$ cat config.mk
export PLATFORM = sky130hd
export DESIGN_NAME = joystick_poll_ctrl_flat
export DESIGN_NICKNAME = d
export VERILOG_FILES = /design/src/rtl/jstk_pkg.sv /design/src/rtl/joystick_poll_ctrl_if.sv /design/src/rtl/jstk_poll_timer.sv /design/src/rtl/joystick_poll_ctrl.sv /design/src/flat_wrapper.sv
export SDC_FILE = /design/constraint.sdc
export NUM_CORES = 1
export LEC_CHECK = 0
export CAP_MARGIN = 25
export CORE_MARGIN = 5
export CORE_UTILIZATION = 35
export CTS_BUF_LIST = sky130_fd_sc_hd__clkbuf_4
export DETAILED_ROUTE_END_ITERATION = 10
export PLACE_DENSITY = 0.6
export SETUP_SLACK_MARGIN = 0.15
export SLEW_MARGIN = 20
export SYNTH_ARGS = -nofsm -noshare
export SYNTH_HDL_FRONTEND = slang
export SYNTH_SLANG_ARGS = --single-unit
$ cat constraint.sdc
create_clock -name clk -period 2.85 [get_ports clk]
set_clock_uncertainty 0.15 [all_clocks]
set_input_delay 0.285 -clock clk [delete_from_list [all_inputs] [get_ports clk]]
set_output_delay 0.285 -clock clk [all_outputs]
set_load 0.01 [all_outputs]
$ cat src/rtl/jstk_pkg.sv
// Shared types and constants for the joystick poll controller.
package jstk_pkg;

   typedef enum logic [2:0] {
      IDLE,
      START,
      WAIT_LOW,
      WAIT_HIGH,
      LATCH
   } state_e;

   // Upper six bits of the command byte; the two LED bits follow.
   localparam logic [5:0]  LED_CMD_PREFIX = 6'b100000;

   // Bit positions of the fields inside the 40-bit received word.
   localparam int X_LO_MSB = 39;
   localparam int X_HI_LSB = 24;
   localparam int Y_LO_MSB = 23;
   localparam int Y_HI_LSB = 8;
   localparam int BTN_LSB  = 0;

   localparam logic [9:0]  CENTRE    = 10'd512;
   localparam logic [39:0] CMD_RESET = {LED_CMD_PREFIX, 2'b00, 32'h0};

endpackage

$ cat src/rtl/joystick_poll_ctrl_if.sv
// Handshake/data bundle between the poll controller and the SPI master.
interface joystick_poll_ctrl_if;

   logic        spi_trigger;
   logic [39:0] spi_out_bytes;
   logic [39:0] spi_in_bytes;
   logic        spi_cs;

   modport master (output spi_trigger, output spi_out_bytes,
                   input  spi_in_bytes, input spi_cs);
   modport slave  (input  spi_trigger, input spi_out_bytes,
                   output spi_in_bytes, output spi_cs);

endinterface

$ cat src/rtl/jstk_poll_timer.sv
// Up-counter with clear and enable; saturates at CYCLES-1 and flags it.
module jstk_poll_timer #(
   parameter int CYCLES = 2
) (
   input  logic clk,
   input  logic rst,
   input  logic en,
   input  logic clr,
   output logic expired
);

   localparam int            W    = $clog2(CYCLES);
   localparam logic [W-1:0]  LAST = W'(CYCLES - 1);

   logic [W-1:0] cnt_q, cnt_d;

   assign expired = (cnt_q == LAST);

   // Next count: clear wins, otherwise count up and hold once expired.
   always_comb begin
      cnt_d = cnt_q;
      if (clr)
         cnt_d = '0;
      else if (en && !expired)
         cnt_d = cnt_q + 1'b1;
   end

   // Count register.
   always_ff @(posedge clk) begin
      if (rst) cnt_q <= '0;
      else     cnt_q <= cnt_d;
   end

endmodule

$ cat src/rtl/joystick_poll_ctrl.sv
// Periodic 5-byte exchange sequencer for the joystick SPI master.
// Optional feature: define JSTK_AVG_EN to average each new X/Y sample
// with the previous raw sample.
module joystick_poll_ctrl
   import jstk_pkg::*;
#(
   parameter int POLL_CYCLES    = 1_000_000,
   parameter int TIMEOUT_CYCLES = 200_000
) (
   input  logic                         clk,
   input  logic                         rst,
   input  logic [1:0]                   led,
   joystick_poll_ctrl_if.master         spi,
   output logic [9:0]                   x_pos,
   output logic [9:0]                   y_pos,
   output logic [2:0]                   buttons,
   output logic                         sample_valid,
   output logic                         timeout_err
);

   state_e      state_q, state_d;
   logic        trig_q, trig_d;
   logic        valid_q, valid_d;
   logic        terr_q, terr_d;
   logic [39:0] cmd_q, cmd_d;
   logic [9:0]  x_q, x_d, y_q, y_d;
   logic [2:0]  btn_q, btn_d;

   logic poll_en, poll_clr, poll_exp;
   logic wait_en, wait_clr, wait_exp;

   logic [9:0] raw_x, raw_y, new_x, new_y;
   logic [2:0] raw_btn;

   // Field extraction from the received word.
   assign raw_x   = {spi.spi_in_bytes[X_HI_LSB +: 2], spi.spi_in_bytes[X_LO_MSB -: 8]};
   assign raw_y   = {spi.spi_in_bytes[Y_HI_LSB +: 2], spi.spi_in_bytes[Y_LO_MSB -: 8]};
   assign raw_btn = spi.spi_in_bytes[BTN_LSB +: 3];

   logic unused_in;
   assign unused_in = ^{spi.spi_in_bytes[31:26], spi.spi_in_bytes[15:10],
                        spi.spi_in_bytes[7:3]};

`ifdef JSTK_AVG_EN
   logic [9:0]  prev_x_q, prev_x_d, prev_y_q, prev_y_d;
   logic [10:0] sum_x, sum_y;

   assign sum_x = {1'b0, prev_x_q} + {1'b0, raw_x};
   assign sum_y = {1'b0, prev_y_q} + {1'b0, raw_y};
   assign new_x = sum_x[10:1];
   assign new_y = sum_y[10:1];
`else
   assign new_x = raw_x;
   assign new_y = raw_y;
`endif

   // The poll interval only runs while idle; the wait timer spans both cs waits.
   assign poll_en = (state_q == IDLE);
   assign wait_en = (state_q == WAIT_LOW) || (state_q == WAIT_HIGH);

   jstk_poll_timer #(.CYCLES(POLL_CYCLES)) u_poll_tmr (
      .clk(clk), .rst(rst), .en(poll_en), .clr(poll_clr), .expired(poll_exp)
   );

   jstk_poll_timer #(.CYCLES(TIMEOUT_CYCLES)) u_wait_tmr (
      .clk(clk), .rst(rst), .en(wait_en), .clr(wait_clr), .expired(wait_exp)
   );

   // Next-state and registered-output logic; outputs are loaded on the
   // transition so they appear in the cycle of the destination state.
   always_comb begin
      state_d  = state_q;
      trig_d   = 1'b0;
      valid_d  = 1'b0;
      terr_d   = terr_q;
      cmd_d    = cmd_q;
      x_d      = x_q;
      y_d      = y_q;
      btn_d    = btn_q;
      poll_clr = 1'b0;
      wait_clr = 1'b0;
`ifdef JSTK_AVG_EN
      prev_x_d = prev_x_q;
      prev_y_d = prev_y_q;
`endif
      case (state_q)
         IDLE: begin
            // A low cs at expiry means the master is still busy: hold.
            if (poll_exp && spi.spi_cs) begin
               state_d  = START;
               poll_clr = 1'b1;
               trig_d   = 1'b1;
               cmd_d    = {LED_CMD_PREFIX, led, 32'h0};
            end
         end
         START: begin
            state_d  = WAIT_LOW;
            wait_clr = 1'b1;
         end
         WAIT_LOW: begin
            if (!spi.spi_cs) begin
               state_d  = WAIT_HIGH;
               wait_clr = 1'b1;
            end else if (wait_exp) begin
               state_d = IDLE;
               terr_d  = 1'b1;
            end
         end
         WAIT_HIGH: begin
            // cs release takes priority over a same-cycle expiry.
            if (spi.spi_cs) begin
               state_d = LATCH;
               valid_d = 1'b1;
               x_d     = new_x;
               y_d     = new_y;
               btn_d   = raw_btn;
`ifdef JSTK_AVG_EN
               prev_x_d = raw_x;
               prev_y_d = raw_y;
`endif
            end else if (wait_exp) begin
               state_d = IDLE;
               terr_d  = 1'b1;
            end
         end
         LATCH:   state_d = IDLE;
         default: state_d = IDLE;
      endcase
   end

   // State and output registers.
   always_ff @(posedge clk) begin
      if (rst) begin
         state_q <= IDLE;
         trig_q  <= 1'b0;
         valid_q <= 1'b0;
         terr_q  <= 1'b0;
         cmd_q   <= CMD_RESET;
         x_q     <= CENTRE;
         y_q     <= CENTRE;
         btn_q   <= 3'b000;
`ifdef JSTK_AVG_EN
         prev_x_q <= CENTRE;
         prev_y_q <= CENTRE;
`endif
      end else begin
         state_q <= state_d;
         trig_q  <= trig_d;
         valid_q <= valid_d;
         terr_q  <= terr_d;
         cmd_q   <= cmd_d;
         x_q     <= x_d;
         y_q     <= y_d;
         btn_q   <= btn_d;
`ifdef JSTK_AVG_EN
         prev_x_q <= prev_x_d;
         prev_y_q <= prev_y_d;
`endif
      end
   end

   assign spi.spi_trigger   = trig_q;
   assign spi.spi_out_bytes = cmd_q;
   assign x_pos             = x_q;
   assign y_pos             = y_q;
   assign buttons           = btn_q;
   assign sample_valid      = valid_q;
   assign timeout_err       = terr_q;

endmodule

$ cat src/flat_wrapper.sv
// flat-port wrapper written by rule: the top's interface ports become plain ports
module joystick_poll_ctrl_flat import jstk_pkg::*;
#(
   parameter int POLL_CYCLES    = 1_000_000,
   parameter int TIMEOUT_CYCLES = 200_000
)
  (clk, rst, led, x_pos, y_pos, buttons, sample_valid, timeout_err, spi_spi_trigger, spi_spi_out_bytes, spi_spi_in_bytes, spi_spi_cs);
  joystick_poll_ctrl_if spi_i ();
  input  logic clk;
  input  logic rst;
  input  logic [1:0] led;
  output logic [9:0] x_pos;
  output logic [9:0] y_pos;
  output logic [2:0] buttons;
  output logic sample_valid;
  output logic timeout_err;
  output wire logic [$bits(spi_i.spi_trigger)-1:0] spi_spi_trigger;
  output wire logic [$bits(spi_i.spi_out_bytes)-1:0] spi_spi_out_bytes;
  input wire logic [$bits(spi_i.spi_in_bytes)-1:0] spi_spi_in_bytes;
  input wire logic [$bits(spi_i.spi_cs)-1:0] spi_spi_cs;
  assign spi_spi_trigger = spi_i.spi_trigger;
  assign spi_spi_out_bytes = spi_i.spi_out_bytes;
  assign spi_i.spi_in_bytes = spi_spi_in_bytes;
  assign spi_i.spi_cs = spi_spi_cs;
  joystick_poll_ctrl #(.POLL_CYCLES(POLL_CYCLES), .TIMEOUT_CYCLES(TIMEOUT_CYCLES)) u_core (.clk(clk), .rst(rst), .led(led), .spi(spi_i), .x_pos(x_pos), .y_pos(y_pos), .buttons(buttons), .sample_valid(sample_valid), .timeout_err(timeout_err));
endmodule
==> results.toml <==
[setup_path]
crit_family = "simple AND/OR/NAND/NOR gates"
crit_type = "flip-flop to flip-flop"
reg2reg_from = "u_core.u_poll_tmr.cnt_q[0]$_SDFFE_PP0P_"
cp.arrival_ps = 2550
critPathBufInv = 0
crit_path_end = "u_core.u_poll_tmr.cnt_q[19]$_SDFFE_PP0P_"
cpMaxStageDelayCell = "or4b_1"
crit_path_start = "u_core.u_poll_tmr.cnt_q[0]$_SDFFE_PP0P_"
worstSetupEndpointType = "flip-flop"
required_ps = 2980
reg2reg_slack_ps = 430
reg2reg_to = "u_core.u_poll_tmr.cnt_q[19]$_SDFFE_PP0P_"
startpoint_type = "flip-flop"
cp.depth = 5
crit_fanout = 12
crit_chain = "ha_1 -> or4b_1 -> or3_1 -> o211a_1 -> mux2_2"
r2r_cells = 5
cpPeakStageDelay_ps = 550

[yosys]
synth-edff-count = 0
synth.area.top_cells = "dfxtp_1 (39%), buf_4 (8.1%), a21oi_1 (6.6%)"
synth.most_common_cell = "dfxtp_1"
ys_types = 54
ys_seq_area_share_pct = 39.0
ys.warnings.count = 0
synthTopCellsByCount = "dfxtp_1 (69), nand2_1 (59), a21oi_1 (47)"
yosys.area.top_type_share_pct = 39.0
synth_ff_type = "dfxtp_1"
synth_area_sq_um = 3540
syn_avg_cell_area_sq_um = 8.38
synth_area_leader_cell = "dfxtp_1"
ys_ff_latch = 69
synthCells = 423
synthArstFlopShare_pct = 0

[clock_tree]
ctsHoldBuffers = 0
root_buffer = "clkbuf_4"
htreeDepth = 3
clock_path_buffers = 2
cts_tree = "done"
cts-resized-gates = 0
post_cts_buffers = 0
cts.sinks = 69
cts_inserted_buffers = 9
clkTransAtPathRegs_ps = 130
insertion_delay_ps = 400

[layout]
drive_gt1_share_pct = 9.54
nets = 524
area_delta_synth_final_pct = 20.0
diodes = 0
fin_area_sq_um = 4250

[routing]
drt_first_iter_violations = 187
vias_per_cell = 5.03
vias = 3094
drc_errors = 0
wirelength_um = 8150
final_antenna_net_count = 0
wire_per_inst_um = 13.2
firstDrtPassIters = 4

[timing]
worst_pin_slew_ps = 687
fin_crit_ps = 2420
final-setup-viol-count = 0
slew_headroom_pct = 54.1
finalCritPeriodShare_pct = 85.0
drv_slew = 0
fin_setup_tns_ps = 0
finalHoldViolCount = 0
grt_setup_unrepaired = "false"
timing.fmax_ghz = 0.413

[global_route]
first_global_vias = 2832
grt-busiest-layer = "met2"
grt_start_max_net_pins = 36
grtUsageMet2_pct = 22.1
grt_pass1_wl_um = 13900
met3_usage_pct = 4.10
use_met1_pct = 17.0
grt.overflow.total = 0
grt_util_all_layers_pct = 13.3
antenna_found_initial = 0

[floorplan]
top_level_ports = 111
core.rowCount = 36
die_y_um = 111
core_sq_um = 9820
die_x_um = 111
initial_core_util_pct = 36.1
die_area_sq_um = 12200

[place]
dpl.hpwl_um = 5830
gp_congestion = 0.797
dpl_cell_area_sq_um = 4110
port_buffers = 55

[power_and_ir_drop]
p_per_area_nw_per_um2 = 402
power_mw = 1.71
leakagePower_nw = 1.47
irDropWorstVdd_uv = 244

[status]
status = "finished, final reports clean"

[hold_path]
hp-class = "input port to flip-flop"

[flow_run]
max-cap-violations = 0
-- layer usage --
| layer | part of all wire, % | up-vias |
|---|---|---|
| li1 | - | 1574 |
| met1 | 46 | 1440 |
| met2 | 48 | 74 |
| met3 | 4.6 | 6 |
| met4 | 0.95 | 0 |
| met5 | 0 | - |
-- layout make-up --
| class | count | area (sq um) |
|---|---|---|
| multi-input cells | 325 | 1900 |
| repair buffers | 67 | 641 |
| flip-flops and latches | 69 | 1380 |
| well taps | 133 | 166 |
| fillers | 1034 | 5570 |
| clock buffers | 9 | 67.6 |
| clock inverters | 7 | 76.3 |
| inverters | 5 | 18.8 |
-- sequential cells by signal, summed over array words and instances (netlist names) --
register / flops
u_core.u_poll_tmr.cnt_q: 20
u_core.u_wait_tmr.cnt_q: 18
u_core.x_pos: 10
u_core.y_pos: 10
u_core.buttons: 3
u_core.state_q: 3
u_core.spi.spi_out_bytes: 2
u_core.sample_valid: 1
u_core.spi.spi_trigger: 1
u_core.timeout_err: 1
-- where the power goes --
part	switching, mW	internal, mW	total (mW)
logic	0.0581	0.0442	0.102
clock network	0.366	0.270	0.636
registers	0.00340	0.968	0.971
total	0.427	1.28	1.71
-- how the worst min path moves through the flow --
stage,slack [ps],endpoint,start,cells after the start
2_1_floorplan,260,u_core.x_pos[9]$_SDFFE_PP1P_,spi_spi_in_bytes[25],2
6_report,270,u_core.y_pos[8]$_SDFFE_PP0P_,spi_spi_in_bytes[8],3
3_3_place_gp,290,u_core.y_pos[4]$_SDFFE_PP0P_,u_core.y_pos[4]$_SDFFE_PP0P_,2
3_5_place_dp,300,u_core.y_pos[8]$_SDFFE_PP0P_,u_core.y_pos[8]$_SDFFE_PP0P_,2
4_1_cts,230,u_core.y_pos[8]$_SDFFE_PP0P_,spi_spi_in_bytes[8],3
5_1_grt,230,u_core.y_pos[8]$_SDFFE_PP0P_,spi_spi_in_bytes[8],3
-- kinds of logic after synthesis --
group	after synthesis	synth area share, %
AOI/OAI and AO/OA	87	15.1
xor gates and xnor gates	7	1.73
adders and majority gates	2	0.706
buffers and inverters	65	11.2
DFF	69	39.0
muxes	12	3.57
other	2	0.212
and+or+nand+nor	179	28.5
-- placed cells by master (no fill, tap or decap), types with 4 or more instances in the layout --
cell and instances:
nor2_1 16, o21ai_0 9, nand3_1 22, and4_1 6
o211a_1 5, nand3b_1 5, o31ai_1 10, or3_1 7
conb_1 38, mux2_2 5, clkdlybuf4s50_1 55, mux2i_1 7
and3_1 4, dfxtp_1 69, nor4_1 6, a21oi_1 47
nor3_1 5, buf_4 12, inv_1 5, nand2_1 59
clkbuf_4 9, or4_1 10, nand4_1 13, or4b_2 4
xor2_1 4
-- worst reg2reg max path, delay by kind of cell, from the launching register on --
| family | cells | cell delay, ps |
|---|---|---|
| AO/OA/AOI/OAI | 1 | 270 |
| adder cells (fa/ha/maj) | 1 | 180 |
| multiplexers | 1 | 250 |
| AND/OR/NAND/NOR | 2 | 1080 |
| flip-flops | 1 | 390 |
-- per-stage QoR --
stage,worst slack [ps],utilization [%],cells,hold WS (ps)
detailed placement,440,41.8,599,299
global placement,452,41.8,599,292
finish,428,43.3,615,268
CTS,428,43.3,615,227
global route,264,43.3,615,232
floorplan,536,-,459,259
(Power assumes the default switching activity.)
